### src/rtl/alu_driver.sv
// Request/response shim around a registered ALU: forwards operands,
// tracks one in-flight op and buffers results in a small FIFO.
module alu_driver #(
   parameter int DEPTH = 4
) (
   input  logic                       clk,
   input  logic                       rst,
   input  logic                       req_valid_i,
   output logic                       req_ready_o,
   input  logic [31:0]                req_op1_i,
   input  logic [31:0]                req_op2_i,
   input  logic [1:0]                 req_operator_i,
   input  logic [3:0]                 req_tag_i,
   output logic [31:0]                alu_operand1_o,
   output logic [31:0]                alu_operand2_o,
   output logic [1:0]                 alu_operator_o,
   input  logic [31:0]                alu_result_i,
   output logic                       rsp_valid_o,
   input  logic                       rsp_ready_i,
   output logic [31:0]                rsp_result_o,
   output logic [3:0]                 rsp_tag_o,
   output logic [$clog2(DEPTH):0]     occupancy_o
);

   localparam int PW = $clog2(DEPTH);
   localparam int CW = PW + 1;
   localparam logic [CW-1:0] DEPTH_C = CW'(DEPTH);

   logic              inflight_q, inflight_d;
   logic [3:0]        tag_q, tag_d;
   logic [CW-1:0]     count_q, count_d;
   logic [CW-1:0]     occ_q, occ_d;
   logic [PW-1:0]     wptr_q, wptr_d;
   logic [PW-1:0]     rptr_q, rptr_d;
   logic              accept;
   logic              wr_en;
   logic              pop;

   logic [31:0]       res_mem [DEPTH];
   logic [3:0]        tag_mem [DEPTH];

   assign alu_operand1_o = req_op1_i;
   assign alu_operand2_o = req_op2_i;
   assign alu_operator_o = req_operator_i;

   // Reserve a slot for the in-flight op so its result always has room.
   assign req_ready_o = !rst && ((count_q + CW'(inflight_q)) < DEPTH_C);
   assign rsp_valid_o = (count_q != '0);

   assign accept = req_valid_i && req_ready_o;
   assign wr_en  = inflight_q && !rst;
   assign pop    = rsp_valid_o && rsp_ready_i && !rst;

   assign rsp_result_o = res_mem[rptr_q];
   assign rsp_tag_o    = tag_mem[rptr_q];
   assign occupancy_o  = occ_q;

   always_comb begin
      inflight_d = accept;
      tag_d      = tag_q;
      wptr_d     = wptr_q;
      rptr_d     = rptr_q;
      count_d    = count_q;
      if (accept) begin
         tag_d = req_tag_i;
      end
      if (wr_en) begin
         wptr_d = wptr_q + PW'(1);
      end
      if (pop) begin
         rptr_d = rptr_q + PW'(1);
      end
      unique case (1'b1)
         (wr_en && !pop): count_d = count_q + CW'(1);
         (!wr_en && pop): count_d = count_q - CW'(1);
         default:         count_d = count_q;
      endcase
      occ_d = count_d + CW'(inflight_d);
   end

   always_ff @(posedge clk) begin
      if (rst) begin
         inflight_q <= 1'b0;
         tag_q      <= 4'd0;
         count_q    <= '0;
         occ_q      <= '0;
         wptr_q     <= '0;
         rptr_q     <= '0;
      end else begin
         inflight_q <= inflight_d;
         tag_q      <= tag_d;
         count_q    <= count_d;
         occ_q      <= occ_d;
         wptr_q     <= wptr_d;
         rptr_q     <= rptr_d;
      end
   end

   always_ff @(posedge clk) begin
      if (wr_en) begin
         res_mem[wptr_q] <= alu_result_i;
         tag_mem[wptr_q] <= tag_q;
      end
   end

endmodule

### config.mk
export PLATFORM = sky130hd
export DESIGN_NAME = alu_driver
export DESIGN_NICKNAME = d
export VERILOG_FILES = /design/src/rtl/alu_driver.sv
export SDC_FILE = /design/constraint.sdc
export NUM_CORES = 1
export LEC_CHECK = 0
export ABC_AREA = 1
export BUFFER_PORTS_ARGS = -buffer_cell sky130_fd_sc_hd__buf_2
export CORE_MARGIN = 5
export CORE_UTILIZATION = 46
export DETAILED_ROUTE_END_ITERATION = 16
export HOLD_SLACK_MARGIN = 0.1
export MAX_ROUTING_LAYER = met4
export PLACE_DENSITY = 0.79
export SLEW_MARGIN = 40
export SYNTH_ARGS = -nofsm -noshare
export SYNTH_HDL_FRONTEND = slang
export SYNTH_SLANG_ARGS = --single-unit
### constraint.sdc
create_clock -name clk -period 5.09 [get_ports clk]
set_clock_uncertainty 0.15 [all_clocks]
set_input_delay 0.2545 -clock clk [delete_from_list [all_inputs] [get_ports clk]]
set_output_delay 0.2545 -clock clk [all_outputs]
set_load 0.01 [all_outputs]
After elaboration in Yosys (flattened, before gate mapping)
Memories as Yosys holds them, arrays and structs flattened. A register that Yosys moved wholly into a read port is not among the register bits.
Cells that the tools add are included.
Storage, ports and cells
  memories kept: 2
  logic and storage cells: 33
  output and inout bits: 107
  bits in writable memories: 144
  register bits after elaboration: 15
Memories
  res_mem: depth 4, bits a word 32, read ports 1, clocked after Yosys merged registers in 1, write ports 1, RTL line 39  | logic [31:0] res_mem [DEPTH];
  tag_mem: depth 4, bits a word 4, read ports 1, clocked after Yosys merged registers in 1, write ports 1, RTL line 40  | logic [3:0] tag_mem [DEPTH];
Operators by class
  order comparisons: 1
  add/sub/neg operators: 6
  reduce and logical (&&, ||, !) cells: 11
  mux-type cells: 7
Operator list (number)
  2-bit two-way mux: 4
  1-bit logical AND: 7
  3-bit by 1-bit adder with 3-bit output: 2
  3-bit case mux with 2 select lines: 1
  2-bit by 1-bit adder with 2-bit output (second input constant): 2
  3-bit by 1-bit adder with 3-bit output (second input constant): 1
  1-bit logical NOT: 3
  3-bit less-than comparator (second input constant): 1
  3-bit nonzero test: 1
  3-bit by 1-bit subtractor with 3-bit output (second input constant): 1
  1-bit two-way mux: 2

Depth between registers and ports, before layout
Gate-level depths: netlist (run 1).
  depth in word-level cells: 7
  depth in mapped cells: 15

Worst setup path before layout (run 1)
Ideal clock, no wire load.
  path kind: input to register
  start point: input rst
  end point: memory res_mem[0][0] (enable)
  library setup time: 0.429 ns
  arrival: 2.184 ns
  path slack: 2.326 ns
  data required time: 4.511 ns
  stages on the path: 4
  path through: clkbuf_8 -> clkinv_1 -> nand2_1 -> nor2_1
On the way
  longest elaborated chain between the ends: 4
RTL lines
  start, declared: RTL line 7  | input logic rst,
  1-bit logical NOT: RTL line 51  | assign wr_en = inflight_q && !rst;
  1-bit logical AND: RTL line 51
  1-bit two-way mux: RTL line 100  | if (wr_en) begin
  1-bit two-way mux (not written as such): RTL line 101  | res_mem[wptr_q] <= alu_result_i;
  end, declared: RTL line 39
Every way passes these cells.

Final worst setup path (run 1)
  start point: input rst
  end point: register occ_q[2] (netlist: occupancy_o[2])
On the way
  longest elaborated chain between the ends: 6
RTL lines
  1-bit logical NOT (*): RTL line 51, 52
  1-bit logical AND (on tied branches): RTL line 51, 52
  1-bit logical NOT (on tied branches): RTL line 75, 74
  1-bit logical AND (on tied branches): RTL line 75, 74
  3-bit case mux with 2 select lines (*): RTL line 73  | unique case (1'b1)
  named net count_d[1]: RTL line 31  | logic [CW-1:0] count_q, count_d;
  3-bit by 1-bit adder with 3-bit output (*): RTL line 78  | occ_d = count_d + CW'(inflight_d);
  end signal, assigned: RTL line 86  | occ_q <= '0;
  end signal, assigned: RTL line 93  | occ_q <= occ_d;
  end, declared: RTL line 32  | logic [CW-1:0] occ_q, occ_d;
The timed path passes the listed nets; every way through them passes the cells marked *.
A chain may end at the register's enable or synchronous reset.

==> reports/metrics.cfg, run 1 <==
[synth]
syn_nets = 642
synth_area_leaders = edfxtp_1 65%, buf_4 7.5%, nor2_1 5.4%, o21ai_0 5.2%, dfxtp_1 5.1%
yosysUniqueCellTypes = 23
syn_avg_cell_area_um2 = 12.5
ys_warn_count = 0
synth-seq-cells = 161
ys_seq_area_frac = 0.704
synth_area_leader_cell = edfxtp_1
yosysTopAreaCellShare = 0.653
synth_area_um2 = 6630
synthCells = 528

[finish]
n_fill_cell = 1127
multi_input_area_um2 = 1280
diodes = 0
regArea_um2 = 4670
drive_gt1_frac = 0.211
most-common-layout-cells = 144 x edfxtp_1, 92 x nor2_1, 80 x buf_2, 69 x o21ai_0, 39 x dlygate4sd3_1
nNetsFinal = 697
area_delta_synth_final_pct = 15.8
mostFrequentLayoutCell = edfxtp_1
fin_cells = 776

[power_and_ir_drop]
leakage_nw = 2.80
power_density_nw_per_um2 = 380
ir_worst_vdd_uv = 240

[status]
status = complete, no violations

[die]
die_w_um = 130
boundaryPins = 213
die_h_um = 130
die-area_um2 = 16900
initial_core_util = 0.474
num_rows = 43
coreArea_um2 = 14000

[sta]
rsz0062_at_grt = no
drv_slew = 0
worstMarginPinSlew_ps = 708
finalCritPeriodShare = 0.577
finalSetupTns_ps = 0
fin_crit_ps = 2940
hold_viol = 0
slew_headroom = 0.528
max_freq_mhz = 340
setup_viol_count_final = 0

[clock_tree]
cts_resized = 0
numCtsBuffers = 17
htreeDepth = 4
cts_hold_buf = 39
cts_root_buffer = clkbuf_16
clkTransAtPathRegs_ps = 60
postCtsSetupBuffers = 0
cts_tree = yes
cts_sinks = 161
clockBufferDepth = 2
worstSkewPairLatency_ps = 410

[critical_path]
crit_path_max_fanout = 10
max_stage_delay_ps = 520
crit_required_ps = 5250
critPathLaunchType = input pin
crit_chain = dlygate4sd3_1, buf_2, clkinv_1, nand2_1, ha_1, inv_1, fa_1, nand2_1, o21ai_0, inv_1, ha_1, inv_1, nand3_1, nand2_1, nor2_1
cp.arrival_ps = 3090
cp-end-kind = flop
path_class = input pin to flop
critPathSlowestCell = dlygate4sd3_1

[global_route]
grt-ovfl-total = 0
antenna_found_initial = 0
grt_pass1_wl_um = 22100
grt_pass1_vias = 4275
grt_usage = 0.180
grt_max_degree = 73

[placement]
io_buffer_count = 80
numPlacedInstances = 705
place_congestion = 0.848
dpl.hpwl_um = 8800

[routing]
drtPass1Iterations = 4
ant_nets = 0
wl_per_cell_um = 18.9
via_per_inst = 5.38
vias = 4172
drc_errors = 0
first_iter_violations = 354
totalWireLength_um = 14700

[hold_path]
hp-class = flop to flop

[run]
max_cap_violations = 0

[critical path: cells and delay by family]
family                   cells  cell delay (ps)
AO/OA/AOI/OAI                1               90
adder cells (fa/ha/maj)      3              950
AND/OR/NAND/NOR              5              610
buffers and inverters        6             1180
[worst paths after layout]
path	from	endpoint	slack, ps	cells after the start
worst max register to register	count_q[1]	occupancy_o[2]	2570	15
worst max-delay path	rst	occupancy_o[2]	2150	15
worst min-delay path	rptr_q[0]	flop	330	2
worst min register to register	rptr_q[0]	flop	330	2
[synthesized netlist by cell type]
master / count
o22ai_1: 36
buf_2: 11
nand3_2: 2
clkbuf_8: 1
inv_2: 1
nand4_1: 6
o21ai_0: 69
buf_1: 1
dfxtp_1: 17
a21oi_1: 7
o21ai_1: 5
xnor2_1: 1
fa_1: 1
clkinv_1: 1
ha_1: 7
nand3_1: 3
nor2_4: 1
clkbuf_1: 10
edfxtp_1: 144
nor2_1: 96
nand2_1: 16
inv_1: 26
buf_4: 66
[kinds of logic (layout without fill, tap and decap cells)]
family / count (synthesis) / after routing / synth area share
DFF: 161 / 161 / 0.704
and+or+nand+nor: 124 / 124 / 0.0761
AOI/OAI and AO/OA: 117 / 117 / 0.0952
buffers and inverters: 117 / 185 / 0.107
adders and majority gates: 8 / 8 / 0.0162
xor gates and xnor gates: 1 / 1 / 0.00132
[cell type report]
| class | instances | share of cell area |
|---|---|---|
| Sequential cell | 161 | 0.608 |
| Multi-Input combinational cell | 250 | 0.167 |
| Clock inverter | 10 | 0.0111 |
| Tap cell | 180 | 0.0293 |
| Inverter | 28 | 0.0140 |
| Clock buffer | 22 | 0.0618 |
| Timing Repair Buffer | 125 | 0.109 |
[per-layer routing]
layer	global-route usage	vias to the layer above	wire, um	part of all wire
li1	-	1919	-	-
met1	0.196	1993	5430	0.37
met2	0.301	192	7630	0.52
met3	0.0549	68	1130	0.077
met4	0.0886	0	495	0.034
met5	-	-	0	0
[report_power, final]
part	total, mW	internal (mW)	leakage (nW)	switching, mW
Combinational	0.260	0.0986	1.09	0.161
Sequential	1.48	1.47	1.44	0.0118
Clock	1.18	0.706	0.268	0.475
Total	2.92	2.27	2.80	0.648
[registers in the layout (all words and copies together) (netlist names), named ones only]
| name | flops |
|---|---|
| rptr_q | 2 |
| tag_q | 4 |
| count_q | 3 |
| wptr_q | 2 |
| res_mem | 128 |
| occupancy_o | 3 |
| inflight_q | 1 |
| tag_mem | 16 |
[stage by stage]
step	hold slack, ps	utilization	area (um^2)	power [mW]	setup WS, ps
after floorplan	203	-	6630	1.69	2330
after global placement	308	0.481	6720	1.73	2370
after detailed placement	311	0.481	6730	1.74	2270
after CTS	322	0.549	7670	2.94	2180
after global routing	346	0.549	7670	3.03	1910
final	325	0.549	7670	2.92	2150
(Power assumes the default switching activity.)
==> inputs of run 2 (changes only) <==
PLACE_DENSITY = 0.82   (was 0.79)
clock period = 2.4 ns   (was 5.09 ns; I/O delays follow)
==> run 2 against run 1 <==
Worst hold slack got worse by 9.6 ps. Utilization rose by 5.5 points. Combinational power increased to 2.8 times the previous value. Global-route usage up 1.2 points. Total power grew 120%. Worst setup slack got worse by 2000 ps. Sequential power up 110%. Largest power group unchanged.
==> reports/metrics.cfg, run 2 (synthesis gave the netlist of run 1 again) <==
[status]
status = complete, no violations

[routing]
totalWireLength_um = 16100
drc_errors = 0
wl_per_cell_um = 18.9
vias = 4455
via_per_inst = 5.24
first_iter_violations = 312
ant_nets = 0
drtPass1Iterations = 4

[die]
coreArea_um2 = 14000
die_w_um = 130
die-area_um2 = 16900
num_rows = 43
die_h_um = 130
initial_core_util = 0.474
boundaryPins = 213

[sta]
drv_slew = 0
slew_headroom = 0.654
finalSetupTns_ps = 0
rsz0062_at_grt = no
setup_viol_count_final = 0
max_freq_mhz = 441
fin_crit_ps = 2270
finalCritPeriodShare = 0.944
worstMarginPinSlew_ps = 519
hold_viol = 0

[critical_path]
crit_required_ps = 2550
crit_path_frequent_cell = inv_2
startpoint = count_q[1]
cp_num_buf_inv = 4
path_class = flop to flop
critPathSlowestCell = fa_1
timing.rr.start = count_q[1]
crit_path_max_fanout = 4
cp-end-kind = flop
crit_family = adder cells
critPathLaunchType = flop
cp.arrival_ps = 2420
max_stage_delay_ps = 480
crit_chain = inv_2, nand3_2, nand2_2, nor2_2, ha_2, inv_2, fa_1, nand2_1, o21ai_2, inv_1, ha_2, inv_2, nand3_1, nand2_1, nor2_1

[clock_tree]
clkTransAtPathRegs_ps = 60
worstSkewPairLatency_ps = 400
cts_root_buffer = clkbuf_16
htreeDepth = 4
cts_sinks = 161
clockBufferDepth = 2
cts_tree = yes
numCtsBuffers = 17

[global_route]
grt-ovfl-total = 0
antenna_found_initial = 0
grt_usage = 0.193
grt_pass1_wl_um = 24000
grt_pass1_vias = 4652
grt_max_degree = 73

[power_and_ir_drop]
leakage_nw = 3.13
ir_worst_vdd_uv = 361
power_density_nw_per_um2 = 747

[placement]
dpl.hpwl_um = 9690
io_buffer_count = 80
place_congestion = 0.816

[finish]
mostFrequentLayoutCell = edfxtp_1
largest_reg_flops = 128
diodes = 0
drive_gt1_frac = 0.212
most-common-layout-cells = 144 x edfxtp_1, 105 x dlygate4sd3_1, 91 x nor2_1, 79 x buf_2, 68 x o21ai_0
fin_util = 0.603
area_delta_synth_final_pct = 27.4
regMostFlops = res_mem
largest_registers = res_mem (128), tag_mem (16), tag_q (4)
nNetsFinal = 773

[hold_path]
hp-class = input pin to flop
min-delay-start = alu_result_i[5]

[run]
max_cap_violations = 0

[run 2: cell count changes in the layout (fill, tap and decap cells not counted), moves of 3 or more]
| cell | previous run | this run |
|---|---|---|
| buf_4 | 6 | 13 |
| clkbuf_1 | 2 | 5 |
| clkbuf_8 | 3 | 0 |
| clkinvlp_4 | 4 | 1 |
| dfxtp_1 | 16 | 13 |
| dlygate4sd3_1 | 39 | 105 |
| inv_1 | 25 | 21 |
| inv_2 | 1 | 6 |
[run 2: stage by stage]
step	hold WS, ps	instance area (um^2)	total power, mW	setup slack, ps	cells
floorplan	68.9	6630	3.59	-273	528
global placement	90.1	6820	3.69	114	714
CTS	296	8430	6.35	22.1	850
global route	316	8440	6.54	5.01	850
finish	316	8440	6.31	134	850
detailed placement	90.1	6820	3.72	-124	714
[run 2: routing by layer]
layer	share of wire	routed length, um	GRT usage	vias to the layer above
met4	0.019	312	0.0764	0
met2	0.55	8890	0.354	202
met3	0.066	1060	0.0356	26
met5	0	0	-	-
met1	0.36	5800	0.203	2152
li1	-	-	-	2075
[run 2: path summary, 6_finish.rpt]
| path | slack [ps] | to | depth (start not counted) |
|---|---|---|---|
| setup / recovery | 130 | occupancy_o[2] | 15 |
| setup reg to reg | 130 | occupancy_o[2] | 15 |
| hold reg to reg | 330 | flop | 2 |
| hold / removal | 320 | res_mem[2][5] | 2 |
[run 2: power breakdown]
group	internal (mW)	switching (mW)
Sequential	3.11	0.0264
Clock	1.51	0.949
Combinational	0.303	0.412
[run 2: timing repair]
action                                  4_1_cts  5_1_grt
hold buffers                                105        0
hold endpoints to repair                    208        0
endpoints found under the setup margin        2        5
cloned                                        0        0
setup buffers                                 1        0
resized for setup                            10        8
pin swaps                                     2        2
[run 2: cell type report]
cell class | instances | area (um^2)
Sequential cell | 161 | 4670
Tap cell | 180 | 225
Fill cell | 1059 | 5550
Inverter | 28 | 105
Multi-Input combinational cell | 250 | 1300
Clock buffer | 22 | 444
Clock inverter | 8 | 90.1
Timing Repair Buffer | 201 | 1600
